[src/rtl/boot_rom_arbiter.sv]
// ============================================================================
// boot_rom_arbiter: round-robin I/D arbiter onto a single-cycle boot ROM.
// Optional range check enabled by macro BOOT_ROM_RANGE_CHECK_EN.
// Revision: 1.0
// ============================================================================
`default_nettype none

module boot_rom_arbiter #(
  parameter int ROM_DEPTH = 548,
  parameter int ROM_AW    = 10
) (
  input  logic              CLK,
  input  logic              RSTN,
  input  logic              i_req,
  input  logic [31:0]       i_addr,
  output logic              i_gnt,
  output logic              i_rvalid,
  output logic [31:0]       i_rdata,
  output logic              i_err,
  input  logic              d_req,
  input  logic [31:0]       d_addr,
  output logic              d_gnt,
  output logic              d_rvalid,
  output logic [31:0]       d_rdata,
  output logic              d_err,
  output logic              rom_csn,
  output logic [ROM_AW-1:0] rom_addr,
  input  logic [31:0]       rom_rdata
);

  localparam logic        c_PORT_I    = 1'b0;
  localparam logic        c_PORT_D    = 1'b1;
  localparam logic [31:0] c_ROM_DEPTH = ROM_DEPTH;

  logic              last_port_q, last_port_d;
  logic              resp_valid_q, resp_valid_d;
  logic              resp_port_q, resp_port_d;
  logic              resp_err_q, resp_err_d;
  logic [ROM_AW-1:0] rom_addr_q, rom_addr_d;

  logic              w_i_gnt;
  logic              w_d_gnt;
  logic              w_xfer;
  logic [31:0]       w_win_addr;
  logic [ROM_AW-1:0] w_win_idx;
  logic              w_oor;
  logic              w_unused_ok;
  logic              w_resp;
  logic [31:0]       w_rdata;

  // On conflict the port that did not win last time gets the grant.
  assign w_i_gnt    = RSTN & i_req & (~d_req | (last_port_q == c_PORT_D));
  assign w_d_gnt    = RSTN & d_req & (~i_req | (last_port_q == c_PORT_I));
  assign w_xfer     = w_i_gnt | w_d_gnt;
  assign w_win_addr = w_d_gnt ? d_addr : i_addr;
  assign w_win_idx  = w_win_addr[ROM_AW+1:2];

`ifdef BOOT_ROM_RANGE_CHECK_EN
  assign w_oor       = w_xfer & ((32'(w_win_idx) >= c_ROM_DEPTH) | (|w_win_addr[31:ROM_AW+2]));
  assign w_unused_ok = ^w_win_addr[1:0];
`else
  assign w_oor       = 1'b0;
  assign w_unused_ok = ^{w_win_addr[31:ROM_AW+2], w_win_addr[1:0]};
`endif

  always_comb begin
    resp_valid_d = w_xfer;
    resp_port_d  = w_d_gnt;
    resp_err_d   = w_oor;
    last_port_d  = w_xfer ? w_d_gnt : last_port_q;
    rom_addr_d   = w_xfer ? w_win_idx : rom_addr_q;
  end

  always_ff @(posedge CLK) begin
    if (!RSTN) begin
      last_port_q  <= c_PORT_D;
      resp_valid_q <= 1'b0;
      resp_port_q  <= c_PORT_I;
      resp_err_q   <= 1'b0;
      rom_addr_q   <= '0;
    end else begin
      last_port_q  <= last_port_d;
      resp_valid_q <= resp_valid_d;
      resp_port_q  <= resp_port_d;
      resp_err_q   <= resp_err_d;
      rom_addr_q   <= rom_addr_d;
    end
  end

  assign i_gnt    = w_i_gnt;
  assign d_gnt    = w_d_gnt;
  assign rom_csn  = ~(w_xfer & ~w_oor);
  assign rom_addr = RSTN ? rom_addr_d : '0;

  // Out-of-range responses never expose whatever the ROM bus carries.
  assign w_resp   = RSTN & resp_valid_q;
  assign w_rdata  = resp_err_q ? 32'd0 : rom_rdata;
  assign i_rvalid = w_resp & (resp_port_q == c_PORT_I);
  assign d_rvalid = w_resp & (resp_port_q == c_PORT_D);
  assign i_rdata  = i_rvalid ? w_rdata : 32'd0;
  assign d_rdata  = d_rvalid ? w_rdata : 32'd0;
  assign i_err    = i_rvalid & resp_err_q;
  assign d_err    = d_rvalid & resp_err_q;

endmodule

`default_nettype wire

[config.mk]
export PLATFORM = sky130hd
export DESIGN_NAME = boot_rom_arbiter
export DESIGN_NICKNAME = d
export VERILOG_FILES = /design/src/rtl/boot_rom_arbiter.sv
export SDC_FILE = /design/constraint.sdc
export NUM_CORES = 1
export LEC_CHECK = 0
export ABC_AREA = 1
export CORE_ASPECT_RATIO = 2
export CORE_MARGIN = 5
export CORE_UTILIZATION = 22
export CTS_CLUSTER_SIZE = 16
export DETAILED_ROUTE_END_ITERATION = 8
export GPL_TIMING_DRIVEN = 0
export PLACE_DENSITY_LB_ADDON = 0.08
export SETUP_SLACK_MARGIN = 0.2
export SLEW_MARGIN = 20
export SYNTH_ARGS = -nofsm -noshare
export SYNTH_HDL_FRONTEND = slang
export SYNTH_SLANG_ARGS = --single-unit
export TNS_END_PERCENT = 20
[constraint.sdc]
create_clock -name CLK -period 1.5 [get_ports CLK]
set_input_delay 0.225 -clock CLK [delete_from_list [all_inputs] [get_ports CLK]]
set_output_delay 0.225 -clock CLK [all_outputs]
set_load 0.005 [all_outputs]
======== Word level (Yosys, flattened, before mapping) ========
Index checks and enable logic that the tools add are counted.
cells by class
  mux-type cells .......................... 5
  bitwise operators ....................... 15
operators by type and width
  cell               count
  32-bit 2-to-1 mux  2
  10-bit 2-to-1 mux  2
  12-bit 2-to-1 mux  1
  1-bit bitwise AND  7
  1-bit NOT          5
  1-bit bitwise OR   3
word-level totals
  bits in registers ....................... 13
  input port bits ......................... 100

======== Depth between registers and ports, before layout ========
Gate-level depths: netlist of the first run.
  depth after elaboration ................. 6
  mapped depth ............................ 8
  gate-level depth less buffers ........... 7

======== Worst setup path after synthesis of the first run ========
No wires, ideal clock.
  kind .................................... register to output
  start ................................... register last_port_q
  end ..................................... output port rom_addr[0]
  arrival ................................. 0.957 ns
  data required time ...................... 1.275 ns
  slack ................................... 0.318 ns
  stages on the path, launching flop included .. 7
  buffers on the path ..................... 1
  path through ............................ dfxtp_1 nand2_1 clkbuf_1 nand3_1 nand2_1 nor2_1 nor2_1
on the way
  longest elaborated chain between the ends .. 6
  elaborated cells on any way between the ends .. 9
RTL lines
  what                                                          RTL line  text
  start, declared                                               35        logic last_port_q, last_port_d;
  start signal, assigned                                        76        last_port_q <= c_PORT_D;
  start signal, assigned                                        82        last_port_q <= last_port_d;
  1-bit NOT                                                     53        assign w_d_gnt = RSTN & d_req & (~i_req | (last_port_q == c_PORT_I));
  1-bit bitwise OR                                              53
  1-bit bitwise AND                                             53
  12-bit 2-to-1 mux / 1-bit bitwise OR (equally long branches)  55, 54
  10-bit 2-to-1 mux (*)                                         71        rom_addr_d = w_xfer ? w_win_idx : rom_addr_q;
  10-bit 2-to-1 mux (*)                                         n/a
  end, declared                                                 27        output logic [ROM_AW-1:0] rom_addr,
Every way passes the cells marked *; elsewhere a longest branch is shown, timed or not.

======== Worst setup path in the final report of the first run ========
  start ................................... register last_port_q
  end ..................................... output port rom_addr[7]
Same word-level chain as after synthesis.

==> results.json, run 1 <==
{
  "antenna_left": 0,
  "syn_to_final_growth_pct": 166,
  "intPower_uw": 947,
  "fin_nets": 484,
  "ys_seq_area_share_pct": 23.3,
  "gr-total-overflow": 0,
  "clk_latency_ns": 0.25,
  "grt_pass1_vias": 1740,
  "skew_ns": 0.00210,
  "p_switching_uw": 418,
  "crit_end": "rom_addr[7]",
  "critPathMaxStageDelay_ns": 0.34,
  "rsz0062_at_grt": "true",
  "synthTopCellsByCount": "85 x nor2_1, 37 x inv_1, 35 x nand2_1",
  "die_area_um2": 6690,
  "core_area_um2": 4910,
  "total_leakage_power_nw": 1.61,
  "p_seq_share_pct": 28.4,
  "wl_mm": 5.83,
  "synth_area_per_cell_um2": 5.20,
  "synth.most_common_cell": "nor2_1",
  "crit_type": "reg -> out",
  "hold_slack_ns": 0.310,
  "violations": "negative setup slack",
  "antennaDiodeCount": 0,
  "finalSetupViolations": 45,
  "synth_top_flop_cell": "dfxtp_1",
  "slowest_stage": "dfxtp_2",
  "clk_pin_slew_ns": 0.06,
  "path_cells": "inv_2, nand2_2, nand2_4, nand2_4, inv_6, buf_8, nor2_1, nor2_2, buf_2",
  "netSwitchingFraction_pct": 30.6,
  "ctsHtreeMaxLevel": 1,
  "synth_edf_count": 0,
  "grt_pass1_wl_mm": 8.31,
  "synth_compound_area_share_pct": 0.672,
  "cts_tree": "built",
  "io_buffers": 134,
  "synth_xor_xnor_area_share_pct": 0,
  "setup.worst_path.start": "last_port_q$_SDFFE_PN1N_",
  "ys_ff_latch": 13,
  "required_ns": 1.27,
  "clock-sinks": 13,
  "placementRows": 36,
  "clkPwrFrac_pct": 23.6,
  "worst-path-buf-inv": 4,
  "status": "finished, violations left",
  "power_density_nw_per_um2": 459,
  "start_util_pct": 22.8,
  "crit_top_cell": "nand2_4",
  "synthAdderAreaFrac_pct": 0,
  "grt_usage_pct": 15.9,
  "dp_hpwl_mm": 4.26,
  "dp_cells": 407,
  "worst_ep_arrival_time_ns": 1.38,
  "ios": 181,
  "die_y_um": 111,
  "grt_max_degree": 11,
  "start_kind": "register",
  "vias": 1834,
  "drive_gt1_share_pct": 44.6,
  "synth_top_family_by_area": "simple AND/OR/NAND/NOR gates",
  "setup_tns_ns": -2.92,
  "synth_area_leaders": "nor2_1 29%, dfxtp_1 23%, inv_1 12%",
  "r2r_slack_ns": 0.27,
  "clockRootBuffer": "clkbuf_8",
  "p_total_mw": 1.37,
  "die_x_um": 60.4,
  "cts_hold_buffers": 0,
  "final.period_utilization_pct": 107,
  "numCtsBuffers": 3,
  "routed_via_density": 4.17,
  "synth_area_um2": 1120,
  "ir_drop_v": 0.000582,
  "slew_viol_final": 0,
  "wire_per_inst_um": 13.2,
  "synthCells": 215,
  "crit_family": "buffers and inverters",
  "comb_power_share_pct": 47.9,
  "path_max_fanout": 5,
  "synth-simple-area-share_pct": 53.6,
  "synth_mux_area_share_pct": 0,
  "worst_slack_ns": -0.101,
  "max_freq_mhz": 625,
  "netlist.area_leader.share_pct": 28.6,
  "antenna_found_initial": 0,
  "finalNonFillerCells": 440,
  "clockBufferDepth": 2,
  "synth_top_area_cell": "nor2_1",
  "period_minus_slack_ns": 1.60,
  "regToRegStartpoint": "last_port_q$_SDFFE_PN1N_",
  "end_kind": "output port",
  "remaining_drc_errors": 0,
  "synthDistinctLibCells": 14,
  "hold_path_class": "in -> reg",
  "dr.pass1.iters": 4,
  "hold_viol": 0,
  "gp_congestion": 0.744,
  "drtIter0Drc": 39,
  "async_flop_share_pct": 0,
  "worst_r2r_path_depth": 9,
  "r2r_end": "rom_addr_q[7]$_DFF_P_",
  "path_depth": 9,
  "yosys_warnings": 0,
  "maxCapViolCount": 0,
  "final_util_pct": 60.6
}
## layer usage
metal	GRT usage (%)	vias up	part of all wire, %
li1	-	947	-
met1	14.4	781	32
met2	32.1	100	55
met3	3.26	6	12
met4	4.88	0	1.2
met5	0	-	0
## kinds of logic (layout without fill, tap and decap cells)
group	after synthesis	after routing
DFF	13	13
buffers and inverters	56	223
AOI/OAI and AO/OA	1	1
and+or+nand+nor	144	144
other	1	2
## worst reg2reg max path: cells and delay by family, from the launching register on
| kind | cells | cell delay [ns] |
|---|---|---|
| flip-flops | 1 | 0.36 |
| buffers and inverters | 4 | 0.35 |
| AND/OR/NAND/NOR | 5 | 0.41 |
## cell usage in the layout (no fill, tap or decap), drive strengths merged
master         instances
o211ai                 1
clkbuf                14
nor2                  85
clkdlybuf4s15         27
nand3b                10
conb                   2
buf                   85
dfxtp                 13
nand3                 11
nand2                 38
clkdlybuf4s50         52
inv                   41
dlygate4sd2            4
## how the worst min path moves through the flow
stage,to,cells after the start,slack (ns),from
floorplan,last_port_q$_SDFFE_PN1N_,1,0.35,i_req
global placement,last_port_q$_SDFFE_PN1N_,2,0.48,last_port_q$_SDFFE_PN1N_
finish,rom_addr_q[9]$_DFF_P_,3,0.31,RSTN
CTS,rom_addr_q[9]$_DFF_P_,3,0.30,RSTN
detailed placement,last_port_q$_SDFFE_PN1N_,2,0.49,last_port_q$_SDFFE_PN1N_
global route,rom_addr_q[9]$_DFF_P_,3,0.34,RSTN
## flip-flops by register name, summed over array words and instances (netlist names)
name and count:
last_port_q 1, resp_valid_q 1, resp_port_q 1, rom_addr_q 10
## area by class of cell
type,count,area [µm²]
plain buffers,15,183
clock buffers,4,45.0
fillers,470,1930
inverters,41,161
multi-input cells,147,766
flip-flops and latches,13,267
well taps,57,71.3
repair buffers,163,1480
## metrics by stage
step / area (µm²) / worst slack, ns
after floorplan: 1120 / 0.318
after global placement: 2530 / -0.838
after detailed placement: 2530 / -0.857
after CTS: 2820 / -0.120
after global routing: 2980 / -0.178
final: 2980 / -0.101
## what timing repair did
action / CTS / global route
endpoints found under the setup margin: 89 / 79
gates resized for setup: 362 / 28
cloned: 3 / 2
pin swaps: 31 / 10
buffers inserted: 19 / 5
## power by group through the flow
stage                     combinational (mW)  clock [mW]  sequential [mW]
after CTS                              0.600       0.327            0.388
after detailed placement               0.538           0            0.391
after global routing                   0.712       0.334            0.392
after global placement                 0.534           0            0.390
after floorplan                        0.208           0            0.389
final                                  0.655       0.323            0.388
Power figures use the tool's default switching activity.
==> run 2: changes to the inputs <==
Settings changed: CORE_MARGIN 5 to default, CORE_UTILIZATION 22 to 24.
Clock period 1.5 ns to 2 ns, I/O delays scaled along.
==> run 2 against run 1 <==
Against the previous run:
- the flow now finishes without violations
- worst setup slack improved by 0.21 ns
- sequential share of layout area is 0.61 points higher
- design area fell by 8.1%
- first-iteration DRC count shrank 69%
- routed wire length down 20%
- sequential power fell by 26%
- die area fell by 26%
- critical path depth shrank 3
- clock-buffer cell count unchanged
- register-to-register slack improved by 0.59 ns
- combinational power shrank 36%
- final cell count fell by 5.7%
- critical path type unchanged
- largest cell class unchanged
==> results.json, run 2 (synthesis results as in run 1) <==
{
  "mostFrequentLayoutCells": "103 x clkdlybuf4s50_1, 74 x nor2_1, 37 x inv_1",
  "die_x_um": 50.2,
  "core_area_um2": 4420,
  "dr.pass1.iters": 4,
  "power_density_nw_per_um2": 344,
  "required_ns": 1.70,
  "place_ws_ns": -0.480,
  "gp_congestion": 0.745,
  "grt_usage_pct": 18.5,
  "wire_per_inst_um": 11.3,
  "clk_latency_ns": 0.24,
  "period_minus_slack_ns": 1.90,
  "antenna_found_initial": 0,
  "final_util_pct": 61.8,
  "crit_type": "reg -> out",
  "vias": 1721,
  "die_area_um2": 4950,
  "fin_nets": 462,
  "path_max_fanout": 10,
  "worst_ep_arrival_time_ns": 1.60,
  "maxCapViolCount": 0,
  "numCtsBuffers": 3,
  "hold_path_class": "in -> reg",
  "hold_viol": 0,
  "top_register": "rom_addr_q",
  "skew_ns": 0.00362,
  "clockRootBuffer": "clkbuf_8",
  "final.period_utilization_pct": 94.8,
  "io_buffers": 134,
  "fill_cells": 442,
  "worst_slack_ns": 0.105,
  "grt_pass1_wl_mm": 7.11,
  "start_kind": "register",
  "cts_tree": "built",
  "antenna_left": 0,
  "antennaDiodeCount": 0,
  "routed_via_density": 4.15,
  "clock-sinks": 13,
  "dp_hpwl_mm": 3.65,
  "clockBufferDepth": 2,
  "syn_to_final_growth_pct": 145,
  "total_leakage_power_nw": 1.59,
  "largest_reg_flops": 10,
  "placementRows": 34,
  "max_freq_mhz": 528,
  "cts_hold_buffers": 0,
  "grt_pass1_vias": 1549,
  "ir_drop_v": 0.000461,
  "gr-total-overflow": 0,
  "layout_commonest_cell": "clkdlybuf4s50_1",
  "drive_gt1_share_pct": 13.0,
  "rsz0062_at_grt": "true",
  "status": "finished clean",
  "regArea_um2": 262,
  "start_util_pct": 25.3,
  "drtIter0Drc": 12,
  "slew_viol_final": 0,
  "end_kind": "output port",
  "multi_input_area_um2": 664,
  "wl_mm": 4.68,
  "grt_max_degree": 11,
  "ios": 181,
  "remaining_drc_errors": 0,
  "clk_pin_slew_ns": 0.06,
  "ctsHtreeMaxLevel": 1,
  "finalSetupViolations": 0,
  "die_y_um": 98.5
}
## run 2: cell types whose count changed in the layout (fill, tap and decap cells not counted), moves of 5 or more
cell,previous run,this run
clkdlybuf4s50_1,52,103
buf_2,46,2
clkdlybuf4s15_2,27,1
nor2_1,60,74
buf_6,18,5
dlymetal6s2s_1,0,13
nor2_2,19,9
dlygate4sd2_1,4,13
nand2_1,28,34
buf_8,5,0
## run 2: metrics by stage
step / hold WS, ns / instances / instance area (µm²) / power, mW / TNS [ns]
2_1_floorplan: 0.429 / 216 / 1120 / 0.448 / 0
3_3_place_gp: 0.484 / 404 / 2530 / 0.688 / -23.30
3_5_place_dp: 0.496 / 404 / 2530 / 0.692 / -24.59
4_1_cts: 0.463 / 415 / 2700 / 0.949 / 0
5_1_grt: 0.477 / 415 / 2730 / 0.999 / 0
6_report: 0.462 / 415 / 2730 / 0.940 / 0
## run 2: layout make-up
class                   instances  share of cell area (%)
multi-input cells             147                    24.3
repair buffers                141                    51.5
inverters                      41                    5.63
well taps                      54                    2.47
clock buffers                   4                    1.65
plain buffers                  15                    4.90
flip-flops and latches         13                    9.57
## run 2: worst paths after layout
check	slack (ns)	cells after the start	from	endpoint
min	0.46	3	RSTN	rom_addr_q[9]$_DFF_P_
min reg2reg	0.51	2	last_port_q$_SDFFE_PN1N_	last_port_q$_SDFFE_PN1N_
max	0.10	6	resp_valid_q$_SDFF_PN0_	i_rdata[29]
max reg2reg	0.86	8	last_port_q$_SDFFE_PN1N_	rom_addr_q[7]$_DFF_P_
## run 2: power breakdown
group	switching, mW	total (mW)	internal (mW)
clock	0.0934	0.234	0.141
sequential	0.00601	0.289	0.283
combinational	0.170	0.417	0.248
total	0.269	0.940	0.671
## run 2: per-layer routing
metal  track usage, %  wire length (µm)
met2             35.3              2440
met4             6.59                77
met3             6.33               578
met5                0                 0
met1             17.3              1590
## run 2: what timing repair did
| action | CTS | global route |
|---|---|---|
| resized for setup | 61 | 13 |
| setup buffers | 4 | 0 |
| pin swaps | 6 | 0 |
| setup endpoints to repair | 79 | 74 |
| gates cloned | 3 | 0 |
## run 2: worst max-delay path: stages, from the launching register on
cell and delay (ns):
dfxtp_1 0.34, nand2_1 0.07, nor2_2 0.11, inv_2 0.07, buf_4 0.17, nor2_1 0.09, clkdlybuf4s50_1 0.51
